### config.mk
export PLATFORM = sky130hd
export DESIGN_NAME = key_event_encoder
export DESIGN_NICKNAME = d
export VERILOG_FILES = /design/src/rtl/key_pkg.sv /design/src/rtl/key_debounce.sv /design/src/rtl/key_event_encoder.sv
export SDC_FILE = /design/constraint.sdc
export NUM_CORES = 1
export LEC_CHECK = 0
export ABC_AREA = 1
export BUFFER_PORTS_ARGS = -buffer_cell sky130_fd_sc_hd__buf_4
export CORE_ASPECT_RATIO = 0.9
export CORE_MARGIN = 2
export CORE_UTILIZATION = 25
export DETAILED_ROUTE_END_ITERATION = 10
export PLACE_DENSITY_LB_ADDON = 0.25
export SETUP_SLACK_MARGIN = 0.5
export SLEW_MARGIN = 25
export SYNTH_ARGS = -nofsm -noshare
export SYNTH_HDL_FRONTEND = slang
export SYNTH_SLANG_ARGS = --single-unit
### constraint.sdc
create_clock -name clk -period 1.7 [get_ports clk]
set_clock_uncertainty 0.2 [all_clocks]
set_input_delay 0.255 -clock clk [delete_from_list [all_inputs] [get_ports clk]]
set_output_delay 0.255 -clock clk [all_outputs]
set_load 0.05 [all_outputs]
### src/rtl/key_pkg.sv
// Shared types and helpers for the key event encoder: the queued event record
// and the lowest-index priority encode used by both the arbiter and held_idx.
package key_pkg;

  // Upper bound on the key count; the top zero-extends its vectors to this width.
  localparam int KEY_MAX_KEYS  = 64;
  localparam int KEY_IDX_MAX_W = 6;

  typedef struct packed {
    logic                     rel;
    logic [KEY_IDX_MAX_W-1:0] idx;
  } key_evt_t;

  function automatic logic [KEY_IDX_MAX_W-1:0] key_lowest_idx(input logic [KEY_MAX_KEYS-1:0] vec);
    logic [KEY_IDX_MAX_W-1:0] idx;
    idx = '0;
    for (int i = KEY_MAX_KEYS - 1; i >= 0; i--) begin
      if (vec[i]) idx = KEY_IDX_MAX_W'(i);
    end
    return idx;
  endfunction

endpackage

### src/rtl/key_debounce.sv
// One key line: two-flop synchroniser, stability counter, debounced level and
// single-cycle rise/fall pulses registered on the edge the level changes.
module key_debounce
  import key_pkg::*;
#(
  parameter int  DEBOUNCE_CYCLES = 16,
  localparam int CNT_W           = $clog2(DEBOUNCE_CYCLES + 1)
) (
  input  logic clk,
  input  logic rst_n,
  input  logic key_i,
  output logic deb_o,
  output logic rise_o,
  output logic fall_o
);

  logic             s1_q, s2_q;
  logic             deb_q, deb_d;
  logic             rise_q, rise_d, fall_q, fall_d;
  logic [CNT_W-1:0] cnt_q, cnt_d;

  // The level flips on the edge the count would reach DEBOUNCE_CYCLES.
  always_comb begin
    cnt_d  = '0;
    deb_d  = deb_q;
    rise_d = 1'b0;
    fall_d = 1'b0;
    if (s2_q != deb_q) begin
      if (cnt_q == CNT_W'(DEBOUNCE_CYCLES - 1)) begin
        deb_d  = s2_q;
        rise_d = s2_q;
        fall_d = ~s2_q;
      end else begin
        cnt_d = cnt_q + CNT_W'(1);
      end
    end
  end

  always_ff @(posedge clk) begin
    if (!rst_n) begin
      s1_q   <= 1'b0;
      s2_q   <= 1'b0;
      deb_q  <= 1'b0;
      cnt_q  <= '0;
      rise_q <= 1'b0;
      fall_q <= 1'b0;
    end else begin
      s1_q   <= key_i;
      s2_q   <= s1_q;
      deb_q  <= deb_d;
      cnt_q  <= cnt_d;
      rise_q <= rise_d;
      fall_q <= fall_d;
    end
  end

  assign deb_o  = deb_q;
  assign rise_o = rise_q;
  assign fall_o = fall_q;

endmodule

### src/rtl/key_event_encoder.sv
// Debounced key press/release events queued in a small FIFO with a valid/ready
// drain, plus a registered lowest-index view of the held keys.
module key_event_encoder
  import key_pkg::*;
#(
  parameter int  N_KEYS          = 4,
  parameter int  DEBOUNCE_CYCLES = 16,
  parameter int  FIFO_DEPTH      = 4,
  parameter bit  REPORT_RELEASE  = 1'b0,
  localparam int IDX_W           = $clog2(N_KEYS)
) (
  input  logic              clk,
  input  logic              rst_n,
  input  logic [N_KEYS-1:0] keys,
  input  logic              evt_ready,
  output logic              evt_valid,
  output logic [IDX_W-1:0]  evt_idx,
  output logic              evt_release,
  output logic              held_any,
  output logic [IDX_W-1:0]  held_idx,
  output logic              overflow,
  input  logic              ovf_clr
);

  localparam int ADDR_W = $clog2(FIFO_DEPTH);
  localparam int PTR_W  = ADDR_W + 1;

  logic [N_KEYS-1:0] deb, rise, fall, rel_set;
  logic [N_KEYS-1:0] press_pend_q, press_pend_d, rel_pend_q, rel_pend_d;
  logic [N_KEYS-1:0] clr_press, clr_rel;
  logic [PTR_W-1:0]  wr_ptr_q, wr_ptr_d, rd_ptr_q, rd_ptr_d;
  key_evt_t          mem_q [FIFO_DEPTH];
  key_evt_t          push_evt, head_evt;
  logic              empty, full, pop, push, cand;
  logic              ovf_q, ovf_d, ovf_set;
  logic              held_any_q;
  logic [IDX_W-1:0]  held_idx_q;
  logic              unused_head_bits;

  genvar gi;
  generate
    for (gi = 0; gi < N_KEYS; gi++) begin : g_key
      key_debounce #(.DEBOUNCE_CYCLES(DEBOUNCE_CYCLES)) u_debounce (
        .clk    (clk),
        .rst_n  (rst_n),
        .key_i  (keys[gi]),
        .deb_o  (deb[gi]),
        .rise_o (rise[gi]),
        .fall_o (fall[gi])
      );
    end
  endgenerate

  assign rel_set = REPORT_RELEASE ? fall : '0;
  assign empty   = (wr_ptr_q == rd_ptr_q);
  assign full    = (wr_ptr_q[PTR_W-1] != rd_ptr_q[PTR_W-1]) &&
                   (wr_ptr_q[ADDR_W-1:0] == rd_ptr_q[ADDR_W-1:0]);
  assign pop     = ~empty & evt_ready;

  // Presses outrank releases; a full FIFO only accepts when it pops too.
  always_comb begin
    push_evt  = '0;
    cand      = 1'b0;
    clr_press = '0;
    clr_rel   = '0;
    if (|press_pend_q) begin
      cand         = 1'b1;
      push_evt.idx = key_lowest_idx(KEY_MAX_KEYS'(press_pend_q));
    end else if (|rel_pend_q) begin
      cand         = 1'b1;
      push_evt.rel = 1'b1;
      push_evt.idx = key_lowest_idx(KEY_MAX_KEYS'(rel_pend_q));
    end
    push = cand & (~full | pop);
    if (push) begin
      if (|press_pend_q) clr_press = press_pend_q & (~press_pend_q + N_KEYS'(1));
      else               clr_rel   = rel_pend_q & (~rel_pend_q + N_KEYS'(1));
    end
  end

  always_comb begin
    press_pend_d = (press_pend_q & ~clr_press) | rise;
    rel_pend_d   = (rel_pend_q & ~clr_rel) | rel_set;
    ovf_set      = |(press_pend_q & ~clr_press & rise) | |(rel_pend_q & ~clr_rel & rel_set);
    ovf_d        = ovf_set ? 1'b1 : (ovf_clr ? 1'b0 : ovf_q);
    wr_ptr_d     = wr_ptr_q + PTR_W'(push);
    rd_ptr_d     = rd_ptr_q + PTR_W'(pop);
  end

  always_ff @(posedge clk) begin
    if (!rst_n) begin
      press_pend_q <= '0;
      rel_pend_q   <= '0;
      wr_ptr_q     <= '0;
      rd_ptr_q     <= '0;
      ovf_q        <= 1'b0;
      held_any_q   <= 1'b0;
      held_idx_q   <= '0;
    end else begin
      press_pend_q <= press_pend_d;
      rel_pend_q   <= rel_pend_d;
      wr_ptr_q     <= wr_ptr_d;
      rd_ptr_q     <= rd_ptr_d;
      ovf_q        <= ovf_d;
      held_any_q   <= |deb;
      held_idx_q   <= IDX_W'(key_lowest_idx(KEY_MAX_KEYS'(deb)));
    end
  end

  always_ff @(posedge clk) begin
    if (push) mem_q[wr_ptr_q[ADDR_W-1:0]] <= push_evt;
  end

  // Storage is not reset, so the head is masked while the FIFO is empty.
  assign head_evt         = mem_q[rd_ptr_q[ADDR_W-1:0]];
  assign unused_head_bits = ^head_evt.idx;
  assign evt_valid        = ~empty;
  assign evt_idx          = empty ? '0 : IDX_W'(head_evt.idx);
  assign evt_release      = REPORT_RELEASE & ~empty & head_evt.rel;
  assign held_any         = held_any_q;
  assign held_idx         = held_idx_q;
  assign overflow         = ovf_q;

endmodule
# After elaboration in Yosys (flattened, before gate mapping)
# Memories as Yosys holds them, arrays and structs flattened. A register that Yosys moved wholly into a read port is not among the register bits.
# Index checks and enable logic that the tools add are counted.
[word_totals] ff_bits=54 ramBits=28 inputBits=8 output_inout_bits=8 elab_cells=114 n_memories=1
[mem_list] memory="mem_q" words=4 word_bits=7 rd=1 rd_ports_with_merged_regs=1 write_ports=1 line_no="key_event_encoder.sv:32" source="key_evt_t mem_q [FIFO_DEPTH];"
[op_classes] n_addsub=8 eq_ne=11 mux=26 bitwise=20 n_reduce_logical=20
[op_table] op="6-bit 2-to-1 mux" count=5
[op_table] op="5-bit by 1-bit adder with 5-bit output, second input constant" count=4
[op_table] op="4-bit AND" count=5
[op_table] op="5-bit by 4-bit == test with 1-bit output, second input constant" count=4
[op_table] op="2-bit 2-to-1 mux" count=8
[op_table] op="4-bit 2-to-1 mux" count=4
[op_table] op="4-bit NOT" count=4
[op_table] op="4-bit OR reduction" count=4
[op_table] op="3-bit OR reduction" count=5
[op_table] op="3-bit AND reduction" count=4
[op_table] op="4-bit by 1-bit adder with 4-bit output, second input constant" count=2
[op_table] op="1-bit 2-to-1 mux" count=8
[op_table] op="2-bit AND reduction" count=4
[op_table] op="7-bit 2-to-1 mux" count=1
[op_table] op="1-bit NOT" count=7
[op_table] op="3-bit by 1-bit adder with 3-bit output" count=2
[op_table] op="1-bit inequality test" count=5
[op_table] op="4-bit bitwise OR" count=1
[op_table] op="3-bit == test" count=1
[op_table] op="1-bit AND" count=2
[op_table] op="2-bit == test" count=1
[op_table] op="2-bit nonzero test" count=1
[op_table] op="2-bit OR reduction" count=1
[op_table] op="1-bit logical AND" count=1
[op_table] op="1-bit bitwise OR" count=1

# Logic depth before layout (Yosys ltp)
# Gate-level depths: netlist of the first run.
[depth] ltp_word=11 depth_mapped=11 ltp_nobuf=11

# Cells and area by module
# From an unflattened synthesis of the first run, not the netlist that was laid out.
[hier_totals] hier_cells=316 area_unflattened_um2=2725.1
[modules_own_cells] module="key_debounce" n_inst=4 cells_per_inst=43 area_per_inst_um2=369.1 seq_area_each_um2=200.2
[modules_own_cells] module="key_event_encoder" n_inst=1 cells_per_inst=144 area_per_inst_um2=1248.7 seq_area_each_um2=600.6

# Least setup slack after synthesis of the first run
# No wires, ideal clock.
[synth_timing] kind="reg2reg" from="register wr_ptr_q[0]" to="register rd_ptr_q[2]" setup_time_ps=115 t_arrival_ps=1745 t_required_ps=1385 setup_slack_ps=-360 path_stages_with_launch=12 n_path_buf=0 synth_period_minus_slack_ps=2060 path_cell_list="dfxtp_1 > inv_1 > nand2_1 > nand2_2 > nor2_4 > nand2_1 > nand2_1 > inv_1 > ha_1 > ha_1 > xnor2_1 > nor2_1"
[synth_between] elab_chain_cells=4
[synth_lines] item="start, declared" line_no="key_event_encoder.sv:31" source="logic [PTR_W-1:0] wr_ptr_q, wr_ptr_d, rd_ptr_q, rd_ptr_d;"
[synth_lines] item="start signal, assigned" line_no="key_event_encoder.sv:102" source="wr_ptr_q <= wr_ptr_d;"
[synth_lines] item="3-bit == test" line_no="key_event_encoder.sv:55" source="assign empty = (wr_ptr_q == rd_ptr_q);"
[synth_lines] item="1-bit NOT"
[synth_lines] item="named net evt_valid" line_no="key_event_encoder.sv:16" source="output logic evt_valid,"
[synth_lines] item="1-bit AND" line_no="key_event_encoder.sv:58" source="assign pop = ~empty & evt_ready;"
[synth_lines] item="3-bit by 1-bit adder with 3-bit output" line_no="key_event_encoder.sv:87" source="rd_ptr_d = rd_ptr_q + PTR_W'(pop);"
[synth_lines] item="end signal, assigned" line_no="key_event_encoder.sv:103" source="rd_ptr_q <= rd_ptr_d;"
[synth_lines] item="end, declared" line_no="key_event_encoder.sv:31"
# The timed path passes the listed nets, and every way through them passes these cells.
# A chain may end at the register's enable or synchronous reset.

# Final worst setup path of the first run
[layout_timing] from="register rd_ptr_q[0]" to="output port evt_idx[1]"
[layout_between] elab_chain_cells=2
[layout_lines] item="3-bit == test" line_no="key_event_encoder.sv:55"
[layout_lines] item="2-bit 2-to-1 mux" line_no="key_event_encoder.sv:118" source="assign evt_idx = empty ? '0 : IDX_W'(head_evt.idx);"
[layout_lines] item="end, declared" line_no="key_event_encoder.sv:17" source="output logic [IDX_W-1:0] evt_idx,"
# No other way between the ends.

==> impl_metrics.ini, run 1 <==
[timing]
fin_ws_ps = -160
period_share_pct = 109
finalSetupTns_ps = -608
maxSlewViolCount = 0
rsz0062_at_grt = yes
hold_viol_final = 0
finalSetupViolations = 9
max_freq_mhz = 538
post-route-min-period_ps = 1860
hold_slack_ps = 47.8

[power]
power.density_mw_per_mm2 = 808
p_sw_mw = 0.656
p_int_mw = 2.54
p_sw_share_pct = 20.5
p_seq_share_pct = 46.7
pwr-share-clk_pct = 50.7
comb_power_share_pct = 2.6
irDropWorstVdd_v = 0.000341
cellLeakagePower_nw = 1.65

[setup_path]
crit_path_cell_trace = buf_6, o21ai_0, o22ai_2, nand2_4, inv_2, buf_8
endpoint_kind = output pin
worst-path-max-fanout = 5
slowest_stage = dfxtp_4
cp.required_ps = 1240
reg2reg_depth = 12
crit_arrival_ps = 1400
start_kind = flip-flop
worstReg2RegEnd = wr_ptr_q[2]
ff2ff_setup_slack_ps = -80
worstSetupPathType = flip-flop to output pin
slowest_delay_ps = 360
reg2reg_from = rd_ptr_q[1]

[clocking]
path_clk_slew_ps = 50
cts_root_buf = clkbuf_16
clk_path_buf_depth = 2
cts_buffers = 9
cts_tree = yes
htreeDepth = 3
worstSkewPairLatency_ps = 320
clock-sinks = 62

[run]
maxCapViolations = 0

[cells_and_area]
fin_area_mm2 = 0.00395
syn2layout_area_growth_pct = 55.4
fin_nets = 379
regArea_mm2 = 0.00136
drive_gt1_share_pct = 54.4
diodes = 0
multi_input_area_mm2 = 0.00145
fill_cells = 960

[route]
drc = 0
drtPass1Iterations = 4
wl_per_cell_um = 10.3
via_count = 1964
ant_nets = 0
viasPerCell = 4.01
wirelength_um = 5060
drt-initial-drc-count = 44

[placed_design]
port_buffers = 14
place_ws_ps = -64.8
post_dp_cell_area_mm2 = 0.00311
hpwlAfterDp_um = 3310
gp_congestion = 0.727

[die]
dieWidth_um = 110
placementRows = 34
ios = 16
die_area_mm2 = 0.0110
start_util_pct = 26.0
die_h_um = 99.7
core_mm2 = 0.00978

[logic_synthesis]
yosys_warnings = 0
syn_nets = 317
ys_ff_latch = 62
syn_area_mm2 = 0.00254
synthDistinctLibCells = 37
synth_seq_area_share_pct = 51.9
syn-mean-instance-area_um2 = 8.56
synthCells = 297

[grt]
antenna_found_initial = 0
grt_pass1_vias = 1929
grt_max_degree = 20
grt_pass1_wl_um = 8400
grt.total_usage_pct = 9.98
grt_remaining_overflow = 0

[status]
violations = setup timing
status = complete, but fails checks

[min_path]
hold_path_class = primary input to flip-flop
hold_end = rd_ptr_q[2]
hold_start = rst_n
holdPathStages = 3
[cell type report]
cell class | instances | share of cell area (%)
multi-input cells | 176 | 36.6
flip-flops and latches | 62 | 34.4
repair buffers | 55 | 12.5
clock buffers | 12 | 6.23
inverters | 55 | 5.66
well taps | 126 | 3.99
clock inverters | 4 | 0.570
[state kept, by name (all words and copies together) (netlist names)]
name                     cells
held_idx                     2
mem_q                        8
press_pend_q                 4
overflow                     1
g_key.u_debounce.s1_q        4
rd_ptr_q                     3
g_key.u_debounce.s2_q        4
rel_pend_q                   4
g_key.u_debounce.cnt_q      20
held_any                     1
g_key.u_debounce.rise_o      4
wr_ptr_q                     3
g_key.u_debounce.deb_o       4
[cell families after synthesis]
| kind of cell | synth area share (%) |
|---|---|
| other | 0.147 |
| AO/OA/AOI/OAI | 6.84 |
| buffers and inverters | 9.30 |
| AND/OR/NAND/NOR | 23.8 |
| flip-flops | 51.9 |
| XOR/XNOR | 2.07 |
| adder cells (fa/ha/maj) | 5.90 |
[worst max path at each step]
stage / startpoint / endpoint / slack, ps / cells past startpoint
detailed placement: wr_ptr_q[0] / mem_q[2][0] / -60 / 8
global placement: wr_ptr_q[0] / mem_q[3][0] / 4 / 8
finish: rd_ptr_q[0] / evt_idx[1] / -160 / 6
global route: rd_ptr_q[1] / evt_idx[1] / -230 / 9
CTS: rd_ptr_q[0] / evt_idx[0] / -160 / 9
floorplan: wr_ptr_q[1] / rd_ptr_q[2] / -30 / 11
[per-layer routing]
metal / wire, um / GRT usage [%] / share of wire (%) / up-vias
met5: 0 / 0 / 0 / -
met1: 2400 / 12.1 / 47 / 887
met4: 52 / 4.04 / 1.0 / 0
li1: - / - / - / 1055
met3: 162 / 3.93 / 3.2 / 6
met2: 2450 / 15.7 / 48 / 16
[cell usage in the layout, fill, tap and decap left out, types with 3 or more instances in the layout]
master	instances
dfxtp_1	32
buf_4	39
nor3_4	4
inv_2	11
nand2_4	9
a21oi_2	9
inv_4	7
dlygate4sd3_1	4
inv_1	37
nor2_2	14
nor3b_2	3
o21ai_0	3
clkinv_2	3
dfxtp_4	5
xor2_1	3
buf_8	5
nand2_1	25
a21oi_1	5
nor2_1	28
clkbuf_16	9
nand2_2	18
edfxtp_1	8
ha_4	9
nand3_1	7
dfxtp_2	17
buf_6	6
nand3_2	3
nor2_4	5
nand3_4	5
[cell usage after synthesis]
cell	count	area, um2
nand3_2	2	20.0
xnor2_1	2	17.5
o21ai_0	5	25.0
nand3_1	12	60.1
o22ai_1	4	25.0
a31oi_1	1	6.26
nor2_1	44	165
edfxtp_1	8	240
nand2_2	5	31.3
a21oi_2	1	8.76
nand2_4	2	22.5
nand3_4	1	17.5
a21oi_1	13	65.1
nor3_1	7	35.0
or2_2	1	6.26
xor2_1	4	35.0
buf_6	1	11.3
ha_1	12	150
buf_2	1	5.00
or2_1	1	6.26
inv_4	1	6.26
nor3b_1	3	22.5
nand3b_2	1	11.3
dfxtp_1	54	1080
nor3_2	1	10.0
inv_1	50	188
o21bai_1	1	7.51
inv_2	4	15.0
conb_1	1	3.75
o21ai_2	1	8.76
buf_4	1	7.51
buf_1	1	3.75
nand2_1	45	169
nor2_4	2	22.5
a211oi_2	1	12.5
nor2_2	1	6.26
o211ai_1	2	15.0
[critical path: cells and delay by family (launching register included)]
| kind | cells | cell delay [ps] |
|---|---|---|
| buf+inv | 3 | 290 |
| flops | 1 | 360 |
| compound gates | 2 | 370 |
| simple gates | 1 | 70 |
[stage by stage]
step                cells  util [%]  power (mW)
floorplan             297         -        1.57
global placement      450      31.8        1.59
detailed placement    450      31.8        1.59
CTS                   484      38.1        3.25
global route          490      40.4        3.33
finish                490      40.4        3.20
[what timing repair did]
item	4_1_cts	5_1_grt
setup endpoints to repair	66	66
pin swaps	23	16
resized for setup	56	49
hold buffers	4	0
endpoints found under the hold margin	4	0
cloned	0	0
buffers inserted	14	6
[power groups by stage]
stage / combinational, mW / clock (mW) / sequential (mW)
4_1_cts: 0.0785 / 1.68 / 1.49
2_1_floorplan: 0.0420 / 0 / 1.52
5_1_grt: 0.0933 / 1.75 / 1.49
6_report: 0.0836 / 1.62 / 1.49
3_5_place_dp: 0.0650 / 0 / 1.53
3_3_place_gp: 0.0644 / 0 / 1.53
Note: power is estimated with default switching activity, not from simulation.
==> run 2: changes to the inputs <==
Settings changed: SKIP_CTS_REPAIR_TIMING set to 1.
==> impl_metrics.ini, run 2 (synthesis gave the netlist of run 1 again) <==
[clocking]
cts_buffers = 9
worstSkewPairLatency_ps = 320
cts_root_buf = clkbuf_16
clock-sinks = 62
clk_path_buf_depth = 2
path_clk_slew_ps = 50
cts_tree = yes
htreeDepth = 3

[power]
irDropWorstVdd_v = 0.000349
p_int_mw = 2.53
cellLeakagePower_nw = 1.61
p_seq_share_pct = 46.8
p_sw_share_pct = 20.4
comb_power_share_pct = 2.6
power.density_mw_per_mm2 = 810
pwr-share-clk_pct = 50.6
p_sw_mw = 0.647

[grt]
grt_max_degree = 20
grt_pass1_vias = 1781
grt.total_usage_pct = 9.18
grt_pass1_wl_um = 7650
grt_remaining_overflow = 0
antenna_found_initial = 0

[run]
maxCapViolations = 0

[setup_path]
path_delay_family = flip-flops
endpoint_kind = output pin
worstSetupPathType = flip-flop to output pin
cp_num_cells = 9
slowest_stage = dfxtp_4
start_kind = flip-flop
endpoint = evt_idx[0]
cpMostUsedCell = nand2_2
crit_arrival_ps = 1440
crit_path_cell_trace = inv_4, nand2_2, nand2_2, nor2_4, nand2_4, buf_6, nand2_2, inv_2, buf_6
cp.required_ps = 1240
crit_start = wr_ptr_q[0]
worst-path-max-fanout = 5
reg2reg_from = rd_ptr_q[2]
slowest_delay_ps = 390
reg2reg_depth = 9
worstReg2RegEnd = mem_q[2][1]
ff2ff_setup_slack_ps = -90
crit_buf_inv = 4

[timing]
max_freq_mhz = 529
maxSlewViolCount = 0
finalSetupViolations = 11
post-route-min-period_ps = 1890
rsz0062_at_grt = yes
hold_viol_final = 0
period_share_pct = 111
hold_slack_ps = 32.1
fin_ws_ps = -191
finalSetupTns_ps = -995

[cells_and_area]
fill_cells = 976
largest_reg_flops = 20
fin_nets = 373
syn2layout_area_growth_pct = 54.3
drive_gt1_share_pct = 54.7
layout_commonest_cell = inv_1
mostFrequentLayoutCells = inv_1 (34), buf_4 (33), dfxtp_1 (32)
regMostFlops = g_key.u_debounce.cnt_q
diodes = 0

[route]
wl_per_cell_um = 10.1
drt-initial-drc-count = 38
drc = 0
viasPerCell = 4.01
ant_nets = 0
via_count = 1940
wirelength_um = 4900
drtPass1Iterations = 4

[die]
core_mm2 = 0.00978
start_util_pct = 26.0
ios = 16
dieWidth_um = 110
die_area_mm2 = 0.0110
placementRows = 34
die_h_um = 99.7

[min_path]
hold_path_class = primary input to flip-flop

[placed_design]
hpwlAfterDp_um = 3310
gp_congestion = 0.727
port_buffers = 14

[status]
violations = setup timing
status = complete, but fails checks
==> run 2: metrics by stage <==
stage               setup WS [ps]  instances  util [%]  area [um2]  power, mW
floorplan                   -27.2        297         -        2740       1.57
global placement             3.77        450      31.8        3110       1.59
detailed placement          -64.8        450      31.8        3110       1.59
CTS                          -273        466      34.6        3380       3.24
global route                 -263        484      40.1        3920       3.32
finish                       -191        484      40.1        3920       3.18
==> run 2: cell type report <==
type | instances | area (um2) | share of cell area [%]
timing repair buffer | 49 | 450 | 11.5
clock buffer | 12 | 246 | 6.28
clock inverter | 4 | 22.5 | 0.574
multi-input combinational | 176 | 1450 | 36.9
sequential | 62 | 1370 | 35.0
tap | 126 | 158 | 4.02
inverter | 55 | 224 | 5.71
==> run 2: tightest hold or removal path: cells and delay by family <==
kind | cells | cell delay (ps)
buffers and inverters | 2 | 170
AND/OR/NAND/NOR | 1 | 80
==> run 2: worst min-delay path by stage <==
stage / cells after the start / end / slack, ps / start
after floorplan: 2 / g_key[0].u_debounce.s1_q / 150 / keys[0]
after global placement: 2 / g_key[3].u_debounce.s2_q / 200 / g_key[3].u_debounce.s1_q
after detailed placement: 2 / g_key[0].u_debounce.s2_q / 200 / g_key[0].u_debounce.s1_q
final: 3 / rd_ptr_q[2] / 30 / rst_n
after global routing: 3 / wr_ptr_q[2] / 50 / rst_n
after CTS: 3 / g_key[0].u_debounce.s1_q / -100 / keys[0]
==> run 2: power by group through the flow <==
stage          Combinational [mW]  Clock, mW  Sequential (mW)
3_5_place_dp               0.0650          0             1.53
5_1_grt                    0.0907       1.74             1.49
2_1_floorplan              0.0420          0             1.52
4_1_cts                    0.0652       1.68             1.49
3_3_place_gp               0.0644          0             1.53
6_report                   0.0814       1.61             1.49
==> run 2: layer usage <==
metal | part of all wire [%] | vias to the layer above | GRT usage, %
met3 | 3.3 | 6 | 3.93
met2 | 50 | 16 | 14.2
met5 | 0 | - | 0
met4 | 1.1 | 0 | 4.04
li1 | - | 1041 | -
met1 | 46 | 877 | 11.1
